===== src/rtl/pifo_port_arbiter.sv =====
// rtl/pifo_port_arbiter.sv - round-robin arbiter sharing the PIFO tree array push/pop port
// Tracks per-tree occupancy, answers pops to empty trees locally, returns pop results in issue order.
module pifo_port_arbiter #(
    parameter int PTW      = 16,
    parameter int MTW      = 0,
    parameter int CTW      = 10,
    parameter int TREE_NUM = 4,
    parameter int N_REQ    = 4,
    parameter int POP_LAT  = 2,
    localparam int EW            = MTW + PTW,
    localparam int TREE_NUM_BITS = $clog2(TREE_NUM),
    localparam int RID_BITS      = $clog2(N_REQ)
) (
    input  logic                           i_clk,
    input  logic                           i_rst,
    input  logic [N_REQ-1:0]               i_req_valid,
    input  logic [N_REQ-1:0]               i_req_pop,
    input  logic [N_REQ*TREE_NUM_BITS-1:0] i_req_tree_id,
    input  logic [N_REQ*EW-1:0]            i_req_data,
    output logic [N_REQ-1:0]               o_req_ready,
    output logic [TREE_NUM_BITS-1:0]       o_tree_id,
    output logic                           o_push,
    output logic [EW-1:0]                  o_push_data,
    output logic                           o_pop,
    input  logic                           i_task_fail,
    input  logic [EW-1:0]                  i_pop_data,
    output logic                           o_rsp_valid,
    output logic [RID_BITS-1:0]            o_rsp_id,
    output logic [EW-1:0]                  o_rsp_data,
    output logic                           o_rsp_empty,
    output logic [15:0]                    o_fail_cnt
);

    logic [RID_BITS-1:0]      rr_ptr;
    logic [RID_BITS-1:0]      win_id;
    logic                     win_found;
    logic [RID_BITS:0]        scan_sum;
    logic [RID_BITS-1:0]      scan_idx;
    logic                     win_pop;
    logic [TREE_NUM_BITS-1:0] win_tree;
    logic [EW-1:0]            win_data;
    logic [CTW-1:0]           win_cnt;
    logic                     is_local;
    logic                     is_blocked;
    logic                     is_fwd;
    logic                     accept;
    logic                     reject;
    logic [CTW-1:0]           occ [TREE_NUM];

    logic                     pipe_valid [POP_LAT];
    logic [RID_BITS-1:0]      pipe_rid   [POP_LAT];
    logic                     pipe_local [POP_LAT];

    // Round-robin scan starting at rr_ptr, wrapping modulo N_REQ.
    always_comb begin
        win_found = 1'b0;
        win_id    = '0;
        scan_sum  = '0;
        scan_idx  = '0;
        for (int i = 0; i < N_REQ; i++) begin
            scan_sum = {1'b0, rr_ptr} + (RID_BITS+1)'(i);
            if (scan_sum >= (RID_BITS+1)'(N_REQ))
                scan_sum = scan_sum - (RID_BITS+1)'(N_REQ);
            scan_idx = scan_sum[RID_BITS-1:0];
            if (!win_found && i_req_valid[scan_idx]) begin
                win_found = 1'b1;
                win_id    = scan_idx;
            end
        end
    end

    always_comb begin
        win_pop  = 1'b0;
        win_tree = '0;
        win_data = '0;
        for (int r = 0; r < N_REQ; r++) begin
            if (win_id == RID_BITS'(r)) begin
                win_pop  = i_req_pop[r];
                win_tree = i_req_tree_id[r*TREE_NUM_BITS +: TREE_NUM_BITS];
                win_data = i_req_data[r*EW +: EW];
            end
        end
    end

    assign win_cnt    = occ[win_tree];
    assign is_local   = win_found && win_pop && (win_cnt == '0);
    assign is_blocked = win_found && !win_pop && (win_cnt == '1);
    assign is_fwd     = win_found && !is_local && !is_blocked;
    assign accept     = is_local || (is_fwd && !i_task_fail);
    assign reject     = win_found && !accept;

    always_comb begin
        o_req_ready = '0;
        o_tree_id   = '0;
        o_push      = 1'b0;
        o_push_data = '0;
        o_pop       = 1'b0;
        if (!i_rst) begin
            if (accept)
                o_req_ready[win_id] = 1'b1;
            if (is_fwd) begin
                o_tree_id   = win_tree;
                o_push      = !win_pop;
                o_pop       = win_pop;
                o_push_data = win_pop ? '0 : win_data;
            end
        end
    end

    always_ff @(posedge i_clk) begin
        if (i_rst) begin
            rr_ptr     <= '0;
            o_fail_cnt <= '0;
            for (int t = 0; t < TREE_NUM; t++)
                occ[t] <= '0;
        end else begin
            if (win_found)
                rr_ptr <= (win_id == RID_BITS'(N_REQ-1)) ? '0 : win_id + RID_BITS'(1);
            if (reject && o_fail_cnt != 16'hFFFF)
                o_fail_cnt <= o_fail_cnt + 16'd1;
            // Counter tracks accepted pushes minus accepted forwarded pops, never corrected by empty returns.
            if (accept && is_fwd)
                occ[win_tree] <= win_pop ? win_cnt - CTW'(1) : win_cnt + CTW'(1);
        end
    end

    // Local pops ride the same delay line so responses leave in issue order.
    always_ff @(posedge i_clk) begin
        if (i_rst) begin
            for (int k = 0; k < POP_LAT; k++) begin
                pipe_valid[k] <= 1'b0;
                pipe_rid[k]   <= '0;
                pipe_local[k] <= 1'b0;
            end
        end else begin
            pipe_valid[0] <= accept && win_pop;
            pipe_rid[0]   <= (accept && win_pop) ? win_id : '0;
            pipe_local[0] <= is_local;
            for (int k = 1; k < POP_LAT; k++) begin
                pipe_valid[k] <= pipe_valid[k-1];
                pipe_rid[k]   <= pipe_rid[k-1];
                pipe_local[k] <= pipe_local[k-1];
            end
        end
    end

    always_comb begin
        o_rsp_valid = 1'b0;
        o_rsp_id    = '0;
        o_rsp_data  = '0;
        o_rsp_empty = 1'b0;
        if (!i_rst) begin
            o_rsp_valid = pipe_valid[POP_LAT-1];
            o_rsp_id    = pipe_rid[POP_LAT-1];
            o_rsp_data  = pipe_local[POP_LAT-1] ? '1 : i_pop_data;
            o_rsp_empty = pipe_local[POP_LAT-1] || (i_pop_data == '1);
        end
    end

endmodule


===== config.mk =====
export PLATFORM = sky130hd
export DESIGN_NAME = pifo_port_arbiter
export DESIGN_NICKNAME = d
export VERILOG_FILES = /design/src/rtl/pifo_port_arbiter.sv
export SDC_FILE = /design/constraint.sdc
export NUM_CORES = 1
export LEC_CHECK = 0
export CAP_MARGIN = 20
export CORE_MARGIN = 3
export CORE_UTILIZATION = 25
export CTS_CLUSTER_SIZE = 30
export DETAILED_ROUTE_END_ITERATION = 7
export GPL_TIMING_DRIVEN = 0
export PLACE_DENSITY = 0.54
export REMOVE_ABC_BUFFERS = 1
export SLEW_MARGIN = 20
export SYNTH_ARGS = -nofsm -noshare
export SYNTH_HDL_FRONTEND = slang
export SYNTH_SLANG_ARGS = --single-unit
export TNS_END_PERCENT = 100

===== constraint.sdc =====
create_clock -name i_clk -period 7 [get_ports i_clk]
set_clock_uncertainty 0.15 [all_clocks]
set_input_delay 1.05 -clock i_clk [delete_from_list [all_inputs] [get_ports i_clk]]
set_output_delay 1.05 -clock i_clk [all_outputs]
set_load 0.05 [all_outputs]

==> results of run 1 <==
## power groups by stage
stage	Clock [uW]	Sequential (uW)	Combinational (uW)
global placement	0	568	1190
CTS	454	561	1230
floorplan	0	556	821
detailed placement	0	569	1210
global route	469	570	1360
finish	442	562	1230
## cell type report
cell class	count	share of cell area
tap	234	0.0417
clock buffer	15	0.0426
multi-input combinational	454	0.417
timing repair buffer	166	0.243
inverter	17	0.00946
sequential	66	0.245
clock inverter	1	0.000714
## final timing paths
path,cells past startpoint,start,to
worst max-delay path,17,i_req_valid[3],o_push
worst min-delay path,1,pipe_rid[0][1],pipe_rid[0][3]
worst max register to register,19,rr_ptr[1],occ[2][8]
worst min register to register,1,pipe_rid[0][1],pipe_rid[0][3]
## cell usage after synthesis (all sizes together), types with 3 or more instances
master | instances | area share
a211oi | 10 | 0.016
a21oi | 36 | 0.038
and2 | 12 | 0.016
and3 | 19 | 0.025
buf | 19 | 0.025
clkbuf | 23 | 0.018
dfxtp | 26 | 0.11
edfxtp | 40 | 0.25
ha | 13 | 0.034
inv | 17 | 0.013
mux2 | 14 | 0.033
mux2i | 35 | 0.073
nand2 | 37 | 0.029
nand3 | 13 | 0.014
nand4 | 15 | 0.020
nor2 | 90 | 0.070
nor2b | 22 | 0.029
nor3 | 42 | 0.050
nor4 | 21 | 0.027
o21ai | 26 | 0.027
xnor2 | 6 | 0.011
xor2 | 3 | 0.0055
## flip-flops by register name, summed over array words and instances, names as in the netlist
name	count
rr_ptr	2
occ	40
o_fail_cnt	16
pipe_rid	4
pipe_local	2
pipe_valid	2
## per-layer routing
layer  vias to the layer above  GRT usage
met1                      2164      0.183
li1                       2365          -
met4                         0     0.0358
met3                        14     0.0324
met5                         -          0
met2                       150      0.232
## logic make-up after synthesis
group	after synthesis	share of synthesized area
and+or+nand+nor	291	0.312
AOI/OAI and AO/OA	91	0.113
xor gates and xnor gates	9	0.0164
muxes	49	0.106
DFF	66	0.358
buffers and inverters	59	0.0565
adders and majority gates	14	0.0380
## critical path: cells and delay by family
| family | cells | cell delay, ns |
|---|---|---|
| AOI/OAI and AO/OA | 4 | 0.98 |
| adders and majority gates | 1 | 0.33 |
| buffers and inverters | 6 | 1.56 |
| muxes | 2 | 0.44 |
| and+or+nand+nor | 4 | 1.06 |
## stage by stage
step                      hold slack (ns)  std cells  utilization  setup slack (ns)  total power (uW)
after detailed placement            0.276        934        0.351             -1.33              1780
after global placement              0.274        929        0.345             -2.95              1750
after floorplan                     0.264        537            -            -0.248              1380
after global routing                0.309        953        0.374            0.0195              2400
final                               0.285        953        0.374             0.329              2240
after CTS                           0.288        953        0.371           0.00699              2240
## what timing repair did
action,4_1_cts,5_1_grt
resized for setup,62,11
setup endpoints to repair,24,27
pin swaps,1,0
hold buffers,0,0
setup buffers,3,0
==> impl_summary.txt, run 1 <==
----------------------------------------------------
[Pwr]
  Switching power summed over all nets ... 992 uW
  Largest voltage drop on the vdd net ... 0.000124 V
  Static leakage ... 0.00269 uW
  Switching share of power ... 0.443
  Share of total power in the clock network ... 0.197
  Sequential power share ... 0.251
  Internal Dissipation ... 1250 uW
  Share of power burned in combinational logic ... 0.551
  Pwr Density ... 319 nW/um^2

[Synth]
  Post-Syn Area per Cell ... 8.30 sq um
  Number of synthesis warnings ... 0
  Post-synth EDFFs ... 40
  Sequential fraction of the synthesis area ... 0.358
  Number of register bits inferred by synthesis ... 66
  Syn Std Cell Area ... 4800 sq um
  Count of unique library cells instantiated by Yosys ... 58
  Top_reg_cell synth ... sky130_fd_sc_hd__edfxtp_1
  Fraction of registers with async set or reset after synthesis ... 0
  Number of standard cells after synthesis ... 579

[Route]
  DR WL/cell ... 16.0 um
  Detailed-route wire length ... 15.3 mm
  Via count ... 4693
  Initial DRC Count ... 331
  DRT Pass-1 Iters ... 5
  Metal-1 WL ... 7.08 mm
  Post-detailed-route DRC marker count ... 0
  Met3 wire length ... 1.18 mm
  Top layer reached by signal wires ... met4
  Avg Vias per Cell ... 4.92
  Met2 Wirelength ... 6.80 mm
  Antenna-violating nets left ... 0

[CTS]
  Number of clock sinks ... 66
  CTS H-Tree Depth ... 3
  CTS Root Buffer Type ... sky130_fd_sc_hd__clkbuf_16
  Maximum buffer depth of the clock tree ... 2
  Clock tree from TritonCTS ... done
  Clock insertion delay at the later pin of the skew report ... 0.33 ns
  Clock-pin slew on the worst setup and hold paths ... 0.05 ns
  Number of buffers added by the clock tree synthesis step ... 9

[Timing]
  Final number of setup-violating endpoints ... 0
  Transition time at the pin with the least slew margin ... 0.922 ns
  Share of the clock period used by the worst path ... 0.953
  Minimum period implied by the final worst setup slack ... 6.67 ns
  Setup TNS ... 0 ns
  Endpoints failing hold ... 0
  Fmax ... 150 MHz
  Unrepaired setup endpoints after global routing ... no
  Relative slew slack ... 0.381
  Final Max Slew Viols ... 0

[Layout]
  Register cell area after layout ... 1720 sq um
  Most frequent cells in the layout ... 136 x sky130_fd_sc_hd__clkdlybuf4s50_1, 90 x sky130_fd_sc_hd__nor2_1, 40 x sky130_fd_sc_hd__edfxtp_1
  Antenna diodes ... 0
  Most common cell after layout, fill and taps aside ... sky130_fd_sc_hd__clkdlybuf4s50_1
  Net count reported at finish ... 827
  Total non-filler cell area in the finished layout ... 7010 sq um
  Fill cells ... 1918
  Multi-input combinational cell area ... 2920 sq um
  Area overhead of the layout relative to synthesis ... 46.0%
  Ratio of cells with drive above 1 in the final layout ... 0.114

[Floorplan]
  Height of the chip ... 145 um
  Area of the die ... 20900 sq um
  Starting utilization of the core area ... 0.256
  Site row count ... 50
  Area of the placeable core ... 18800 sq um
  Die X ... 145 um
  Number of I/O pins ... 159

[Global routing]
  Antenna violations before repair ... 0
  Maximum number of pins on one net before global-route repair ... 38
  First-pass GRT wire length ... 23.5 mm
  Number of global-route vias before repair ... 4601
  Remaining Overflow, GRT ... 0
  Total track usage ... 0.140

[Run]
  Count of max-cap constraint violations ... 0

[Worst setup path]
  WP data required ... 5.80 ns
  CP dominant cell by count ... sky130_fd_sc_hd__inv_1
  Setup CP Type ... primary input to output port
  Maximum fanout along the worst path ... 23
  Worst path cell trace ... clkdlybuf4s50_1 -> inv_1 -> a22oi_1 -> o22ai_1 -> a31oi_1 -> nand2_2 -> inv_1 -> ha_4 -> nand2_1 -> a311o_2 -> mux2i_1 -> mux2i_2 -> nor3_4 -> buf_6 -> or4b_4 -> inv_1 -> dlygate4sd2_1
  Kind of start point of the critical path ... primary input
  Reg-to-reg slack, setup ... 1.49 ns
  Critical path endpoint category ... output port
  Highest-delay cell along the critical path ... sky130_fd_sc_hd__or4b_4
  Data arrival time at the worst-slack endpoint ... 5.47 ns
  Delay of the slowest critical-path stage ... 0.63 ns

[Placement]
  Count of input and output buffers ... 158
  Gpl congestion ... 0.824
  Cell area after placement ... 6580 sq um
  Detail Placement HPWL ... 11.7 mm

[Run status]
  Status ... finished clean

[Min path]
  Worst hold-check path type ... flop to flop

----------------------------------------------------
Power figures use the tool's default switching activity.
==> inputs of run 2 (changes only) <==
PLACE_DENSITY = default   (was 0.54)
PLACE_DENSITY_LB_ADDON = 0.2   (was default)
==> run 2 against run 1 <==
Cell count decreased by 0.21%. Power fell by 1.5%. Register-to-register slack improved by 0.04 ns. Fmax barely moved. Largest cell class unchanged.
==> impl_summary.txt, run 2 (synthesis gave the netlist of run 1 again) <==
----------------------------------------------------
[Run status]
  Status ... finished clean (unchanged)

[Floorplan]
  Area of the die ... 20900 sq um (unchanged)
  Area of the placeable core ... 18800 sq um (unchanged)
  Site row count ... 50 (unchanged)
  Die X ... 145 um (unchanged)
  Height of the chip ... 145 um (unchanged)
  Number of I/O pins ... 159 (unchanged)
  Starting utilization of the core area ... 0.256 (unchanged)

[Pwr]
  Share of power burned in combinational logic ... 0.559 (was 0.551)
  Share of total power in the clock network ... 0.185 (was 0.197)
  Static leakage ... 0.00267 uW (was 0.00269 uW)
  Switching power summed over all nets ... 1020 uW (was 992 uW)
  Sequential power share ... 0.256 (was 0.251)
  Switching share of power ... 0.462 (was 0.443)
  Largest voltage drop on the vdd net ... 0.000143 V (was 0.000124 V)
  Internal Dissipation ... 1190 uW (was 1250 uW)
  Pwr Density ... 323 nW/um^2 (was 319 nW/um^2)

[Layout]
  Net count reported at finish ... 825 (was 827)
  Flip-flop count of the largest register, all copies and words added ... 40 (unchanged)
  Most common cell after layout, fill and taps aside ... sky130_fd_sc_hd__clkdlybuf4s50_1 (unchanged)
  Most frequent cells in the layout ... 133 x sky130_fd_sc_hd__clkdlybuf4s50_1, 90 x sky130_fd_sc_hd__nor2_1, 40 x sky130_fd_sc_hd__edfxtp_1 (was 136 x sky130_fd_sc_hd__clkdlybuf4s50_1, 90 x sky130_fd_sc_hd__nor2_1, 40 x sky130_fd_sc_hd__edfxtp_1)
  Largest registers ranked by flip-flop count ... occ: 40 flops, o_fail_cnt: 16 flops, pipe_rid: 4 flops (unchanged)
  Reg with most FFs ... occ (unchanged)
  Antenna diodes ... 0 (unchanged)
  Area overhead of the layout relative to synthesis ... 42.2% (was 46.0%)
  Non-filler cells in the finished layout ... 951 (was 953)
  Ratio of cells with drive above 1 in the final layout ... 0.109 (was 0.114)
  Fill cells ... 1884 (was 1918)

[CTS]
  CTS Root Buffer Type ... sky130_fd_sc_hd__clkbuf_16 (unchanged)
  Clock tree from TritonCTS ... done (unchanged)
  Clock-pin slew on the worst setup and hold paths ... 0.05 ns (about the same)
  Clock insertion delay at the later pin of the skew report ... 0.34 ns (was 0.33 ns)
  Maximum buffer depth of the clock tree ... 2 (unchanged)
  CTS H-Tree Depth ... 3 (unchanged)
  Number of buffers added by the clock tree synthesis step ... 9 (unchanged)
  Number of clock sinks ... 66 (unchanged)

[Worst setup path]
  Sum of buffers and inverters on the critical path ... 4 (was 6)
  Delay of the slowest critical-path stage ... 0.69 ns (was 0.63 ns)
  Delay-heaviest family, CP ... simple AND/OR/NAND/NOR gates (was buffers and inverters)
  Kind of start point of the critical path ... primary input (unchanged)
  WP data required ... 5.80 ns (about the same)
  Highest-delay cell along the critical path ... sky130_fd_sc_hd__or4_1 (was sky130_fd_sc_hd__or4b_4)
  Critical path endpoint category ... output port (unchanged)
  Worst path cell trace ... clkdlybuf4s50_1 -> or4_1 -> nand2_2 -> inv_1 -> ha_4 -> nand3b_1 -> a311o_2 -> mux2i_1 -> mux2i_1 -> a21oi_2 -> or4b_4 -> inv_1 -> clkdlybuf4s15_1 (was clkdlybuf4s50_1 -> inv_1 -> a22oi_1 -> o22ai_1 -> a31oi_1 -> nand2_2 -> inv_1 -> ha_4 -> nand2_1 -> a311o_2 -> mux2i_1 -> mux2i_2 -> nor3_4 -> buf_6 -> or4b_4 -> inv_1 -> dlygate4sd2_1)
  Maximum fanout along the worst path ... 23 (unchanged)
  Setup CP Type ... primary input to output port (unchanged)
  Data arrival time at the worst-slack endpoint ... 5.47 ns (about the same)

[Placement]
  Detail Placement HPWL ... 11.6 mm (was 11.7 mm)
  Number of placed instances, taps included ... 933 (was 934)
  Gpl congestion ... 0.850 (was 0.824)
  Count of input and output buffers ... 158 (unchanged)

[Run]
  Count of max-cap constraint violations ... 0 (unchanged)

[Timing]
  Unrepaired setup endpoints after global routing ... no (unchanged)
  Share of the clock period used by the worst path ... 0.953 (about the same)
  Minimum period implied by the final worst setup slack ... 6.67 ns (about the same)
  Final Max Slew Viols ... 0 (unchanged)
  Fmax ... 150 MHz (about the same)
  Endpoints failing hold ... 0 (unchanged)
  Relative slew slack ... 0.357 (was 0.381)
  Worst hold slack across all endpoints ... 0.284 ns (was 0.285 ns)
  Transition time at the pin with the least slew margin ... 0.958 ns (was 0.922 ns)
  Final number of setup-violating endpoints ... 0 (unchanged)
  Setup TNS ... 0 ns (unchanged)

[Global routing]
  Remaining Overflow, GRT ... 0 (unchanged)
  Antenna violations before repair ... 0 (unchanged)
  Total track usage ... 0.142 (was 0.140)
  Maximum number of pins on one net before global-route repair ... 43 (was 38)
  Number of global-route vias before repair ... 4617 (was 4601)
  First-pass GRT wire length ... 23.7 mm (was 23.5 mm)

[Route]
  Met3 wire length ... 1.24 mm (was 1.18 mm)
  Initial DRC Count ... 233 (was 331)
  Avg Vias per Cell ... 5.05 (was 4.92)
  Top layer reached by signal wires ... met4 (unchanged)
  Antenna-violating nets left ... 0 (unchanged)
  Via count ... 4803 (was 4693)
  DRT Pass-1 Iters ... 5 (unchanged)
  Metal-1 WL ... 6.78 mm (was 7.08 mm)
  Detailed-route wire length ... 15.6 mm (was 15.3 mm)
  Met2 Wirelength ... 7.33 mm (was 6.80 mm)
  Post-detailed-route DRC marker count ... 0 (unchanged)
  DR WL/cell ... 16.4 um (was 16.0 um)

[Min path]
  Worst hold-check path type ... flop to flop (unchanged)

----------------------------------------------------
## run 2: changes by cell type in the layout (fill, tap and decap cells not counted), moves of 2 or more
cell | before | now
sky130_fd_sc_hd__clkinv_2 | 1 | 3
sky130_fd_sc_hd__clkbuf_8 | 3 | 1
sky130_fd_sc_hd__clkdlybuf4s50_1 | 136 | 133
sky130_fd_sc_hd__clkbuf_2 | 0 | 16
sky130_fd_sc_hd__buf_16 | 2 | 0
sky130_fd_sc_hd__clkdlybuf4s15_2 | 16 | 1
## run 2: metrics by stage
stage                     setup WS, ns  total power [uW]   util  cell area (sq um)
after floorplan                 -0.248              1380      -               4600
after global placement           -2.79              1730  0.345               6470
after detailed placement         -1.52              1790  0.349               6550
after CTS                       0.0184              2200  0.364               6840
after global routing            0.0210              2360  0.364               6830
final                            0.327              2200  0.364               6830
## run 2: metal layers
| layer | global-route usage | vias up |
|---|---|---|
| met5 | 0 | - |
| met4 | 0.0417 | 0 |
| met3 | 0.0337 | 16 |
| met2 | 0.249 | 177 |
| met1 | 0.173 | 2251 |
| li1 | - | 2359 |
## run 2: power groups by stage
stage	sequential [uW]	combinational (uW)	clock (uW)
CTS	562	1220	416
detailed placement	570	1220	0
finish	564	1230	408
global placement	567	1170	0
floorplan	556	821	0
global route	574	1350	434
## run 2: final timing paths
kind             startpoint        endpoint  slack (ns)  cells after the start
max          i_req_valid[0]          o_push        0.33                     13
min          pipe_rid[0][0]  pipe_rid[0][2]        0.28                      1
max reg2reg       rr_ptr[1]       occ[1][8]        1.53                     20
min reg2reg  pipe_rid[0][0]  pipe_rid[0][2]        0.28                      1
## run 2: worst reg2reg max path: stages (launching register included)
cell	delay (ns)
sky130_fd_sc_hd__dfxtp_1	0.43
sky130_fd_sc_hd__inv_1	0.07
sky130_fd_sc_hd__a22oi_1	0.17
sky130_fd_sc_hd__o22ai_1	0.10
sky130_fd_sc_hd__a31oi_1	0.22
sky130_fd_sc_hd__nand2_2	0.16
sky130_fd_sc_hd__inv_1	0.16
sky130_fd_sc_hd__ha_4	0.33
sky130_fd_sc_hd__nand2_1	0.18
sky130_fd_sc_hd__a311oi_4	0.65
sky130_fd_sc_hd__buf_8	0.25
sky130_fd_sc_hd__mux2i_1	0.29
sky130_fd_sc_hd__a21oi_1	0.15
sky130_fd_sc_hd__fa_1	0.42
sky130_fd_sc_hd__a21o_1	0.17
sky130_fd_sc_hd__a21oi_1	0.24
sky130_fd_sc_hd__o21bai_1	0.09
sky130_fd_sc_hd__a21oi_1	0.23
sky130_fd_sc_hd__o21ai_0	0.15
sky130_fd_sc_hd__xnor2_1	0.45
sky130_fd_sc_hd__nor3_1	0.12
## run 2: repair_timing
action                     CTS  global route
gates resized for setup     35            41
setup endpoints to repair   40            24
cloned                       0             0
setup buffers                2             0
pin swaps                    1             0
hold buffers                 0             0
## run 2: final cells by class
cell class	count	area [sq um]	area share
Clock buffer	12	246	0.0361
Clock inverter	4	18.8	0.00275
Inverter	17	63.8	0.00934
Multi-Input combinational cell	454	2930	0.428
Sequential cell	66	1720	0.252
Tap cell	234	293	0.0429
Timing Repair Buffer	164	1560	0.229
==> inputs of run 3 (changes only) <==
PLACE_DENSITY = 0.45   (was default)
PLACE_DENSITY_LB_ADDON = default   (was 0.2)
==> run 3 against run 2 <==
Final area increased by 0.97%. Sequential share of layout area fell by 0.24 points. Hold slack hardly changed. Power increased by 2.1%. Wire length is 2.5% higher.
==> impl_summary.txt, run 3 (synthesis gave the netlist of run 1 again) <==
----------------------------------------------------
[Timing]
  Relative slew slack ... 0.388 (was 0.357)
  Final Max Slew Viols ... 0 (unchanged)
  Minimum period implied by the final worst setup slack ... 6.72 ns (was 6.67 ns)
  Share of the clock period used by the worst path ... 0.961 (was 0.953)
  Endpoints failing hold ... 0 (unchanged)
  Fmax ... 149 MHz (was 150 MHz)
  Final number of setup-violating endpoints ... 0 (unchanged)
  Transition time at the pin with the least slew margin ... 0.912 ns (was 0.958 ns)
  Unrepaired setup endpoints after global routing ... no (unchanged)

[CTS]
  Clock insertion delay at the later pin of the skew report ... 0.33 ns (was 0.34 ns)
  CTS Root Buffer Type ... sky130_fd_sc_hd__clkbuf_16 (unchanged)
  Number of buffers added by the clock tree synthesis step ... 9 (unchanged)
  Clock tree from TritonCTS ... done (unchanged)
  CTS H-Tree Depth ... 3 (unchanged)
  Maximum buffer depth of the clock tree ... 2 (unchanged)
  Clock-pin slew on the worst setup and hold paths ... 0.05 ns (about the same)
  Number of clock sinks ... 66 (unchanged)

[Global routing]
  Antenna violations before repair ... 0 (unchanged)
  Number of global-route vias before repair ... 4496 (was 4617)
  Total track usage ... 0.147 (was 0.142)
  First-pass GRT wire length ... 24.0 mm (was 23.7 mm)
  Remaining Overflow, GRT ... 0 (unchanged)
  Maximum number of pins on one net before global-route repair ... 41 (was 43)

[Route]
  Initial DRC Count ... 266 (was 233)
  Avg Vias per Cell ... 4.98 (was 5.05)
  Detailed-route wire length ... 16.0 mm (was 15.6 mm)
  DRT Pass-1 Iters ... 5 (unchanged)
  Antenna-violating nets left ... 0 (unchanged)
  Post-detailed-route DRC marker count ... 0 (unchanged)
  DR WL/cell ... 16.7 um (was 16.4 um)
  Via count ... 4752 (was 4803)

[Placement]
  Gpl congestion ... 0.836 (was 0.850)
  Cell area after placement ... 6560 sq um (was 6550 sq um)
  Number of placed instances, taps included ... 935 (was 933)
  Detail Placement HPWL ... 12.1 mm (was 11.6 mm)
  Count of input and output buffers ... 158 (unchanged)

[Layout]
  Flip-flop count of the largest register, all copies and words added ... 40 (unchanged)
  Most frequent cells in the layout ... 133 x sky130_fd_sc_hd__clkdlybuf4s50_1, 90 x sky130_fd_sc_hd__nor2_1, 40 x sky130_fd_sc_hd__edfxtp_1 (unchanged)
  Largest registers ranked by flip-flop count ... occ: 40 flops, o_fail_cnt: 16 flops, pipe_rid: 4 flops (unchanged)
  Reg with most FFs ... occ (unchanged)
  Most common cell after layout, fill and taps aside ... sky130_fd_sc_hd__clkdlybuf4s50_1 (unchanged)
  Non-filler cells in the finished layout ... 955 (was 951)
  Ratio of cells with drive above 1 in the final layout ... 0.111 (was 0.109)
  Antenna diodes ... 0 (unchanged)
  Total non-filler cell area in the finished layout ... 6900 sq um (was 6830 sq um)
  Fill cells ... 1949 (was 1884)
  Area overhead of the layout relative to synthesis ... 43.6% (was 42.2%)
  Net count reported at finish ... 829 (was 825)

[Worst setup path]
  Kind of start point of the critical path ... primary input (unchanged)
  WP data required ... 5.80 ns (about the same)
  Data arrival time at the worst-slack endpoint ... 5.52 ns (was 5.47 ns)
  Maximum fanout along the worst path ... 23 (unchanged)
  Critical path endpoint category ... output port (unchanged)
  Setup CP Type ... primary input to output port (unchanged)

[Run]
  Count of max-cap constraint violations ... 0 (unchanged)

[Floorplan]
  Die X ... 145 um (unchanged)
  Height of the chip ... 145 um (unchanged)
  Area of the die ... 20900 sq um (unchanged)
  Area of the placeable core ... 18800 sq um (unchanged)
  Number of I/O pins ... 159 (unchanged)
  Site row count ... 50 (unchanged)
  Starting utilization of the core area ... 0.256 (unchanged)

[Pwr]
  Largest voltage drop on the vdd net ... 0.000173 V (was 0.000143 V)
  Pwr Density ... 326 nW/um^2 (was 323 nW/um^2)
  Static leakage ... 0.00271 uW (was 0.00267 uW)

[Min path]
  Worst hold-check path type ... flop to flop (unchanged)

[Run status]
  Status ... finished clean (unchanged)

----------------------------------------------------
run 3: stage by stage:
| stage | setup TNS [ns] | setup WS (ns) | utilization | hold WS, ns | total power, uW |
|---|---|---|---|---|---|
| after CTS | 0 | 0.000457 | 0.369 | 0.284 | 2260 |
| final | 0 | 0.276 | 0.368 | 0.284 | 2250 |
| after global routing | 0 | 0.0262 | 0.368 | 0.295 | 2410 |
| after global placement | -197.64 | -2.81 | 0.345 | 0.269 | 1750 |
| after detailed placement | -30.49 | -1.22 | 0.350 | 0.272 | 1790 |
| after floorplan | -1.41 | -0.248 | - | 0.264 | 1380 |
run 3: final cells by class:
class	instances	area (sq um)	share of cell area
inverter	17	63.8	0.00925
clock buffer	14	264	0.0383
multi-input combinational	454	2910	0.422
timing repair buffer	168	1610	0.234
clock inverter	2	35.0	0.00508
tap	234	293	0.0424
sequential	66	1720	0.250
run 3: path summary, 6_finish.rpt:
| path | from | to | slack (ns) | depth (start not counted) |
|---|---|---|---|---|
| min reg2reg | pipe_valid[0][0] | pipe_valid[0][1] | 0.28 | 1 |
| min | pipe_valid[0][0] | pipe_valid[0][1] | 0.28 | 1 |
| max | i_req_valid[0] | o_push_data[7] | 0.28 | 14 |
| max reg2reg | rr_ptr[1] | occ[0][8] | 1.33 | 20 |
run 3: repair_timing:
item                                    in CTS  in global routing
buffers inserted                             4                  0
hold buffers                                 0                  0
gates resized for setup                     43                 29
endpoints found under the setup margin      24                 26
pin swaps                                    2                  0
run 3: critical path, cell delays in order:
cell and delay [ns]:
sky130_fd_sc_hd__clkdlybuf4s50_1 0.51, sky130_fd_sc_hd__or4_1 0.67, sky130_fd_sc_hd__nand2_1 0.22, sky130_fd_sc_hd__inv_1 0.13, sky130_fd_sc_hd__ha_4 0.27, sky130_fd_sc_hd__nand3b_1 0.25, sky130_fd_sc_hd__a311o_2 0.48, sky130_fd_sc_hd__buf_12 0.18
sky130_fd_sc_hd__mux2i_1 0.11, sky130_fd_sc_hd__mux2i_1 0.32, sky130_fd_sc_hd__nor3_4 0.11, sky130_fd_sc_hd__or4b_4 0.67, sky130_fd_sc_hd__nor2_1 0.16, sky130_fd_sc_hd__clkdlybuf4s15_2 0.39
run 3: per-layer routing:
layer,part of all wire,vias to the layer above,GRT usage
met1,0.44,2186,0.186
li1,-,2373,-
met4,0.016,0,0.0442
met2,0.46,175,0.249
met5,0,-,0
met3,0.081,18,0.0354
run 3: report_power, final:
part	total [uW]	internal, uW	switching [uW]
logic	1240	437	799
clock network	450	295	155
registers	564	508	55.6
total	2250	1240	1010
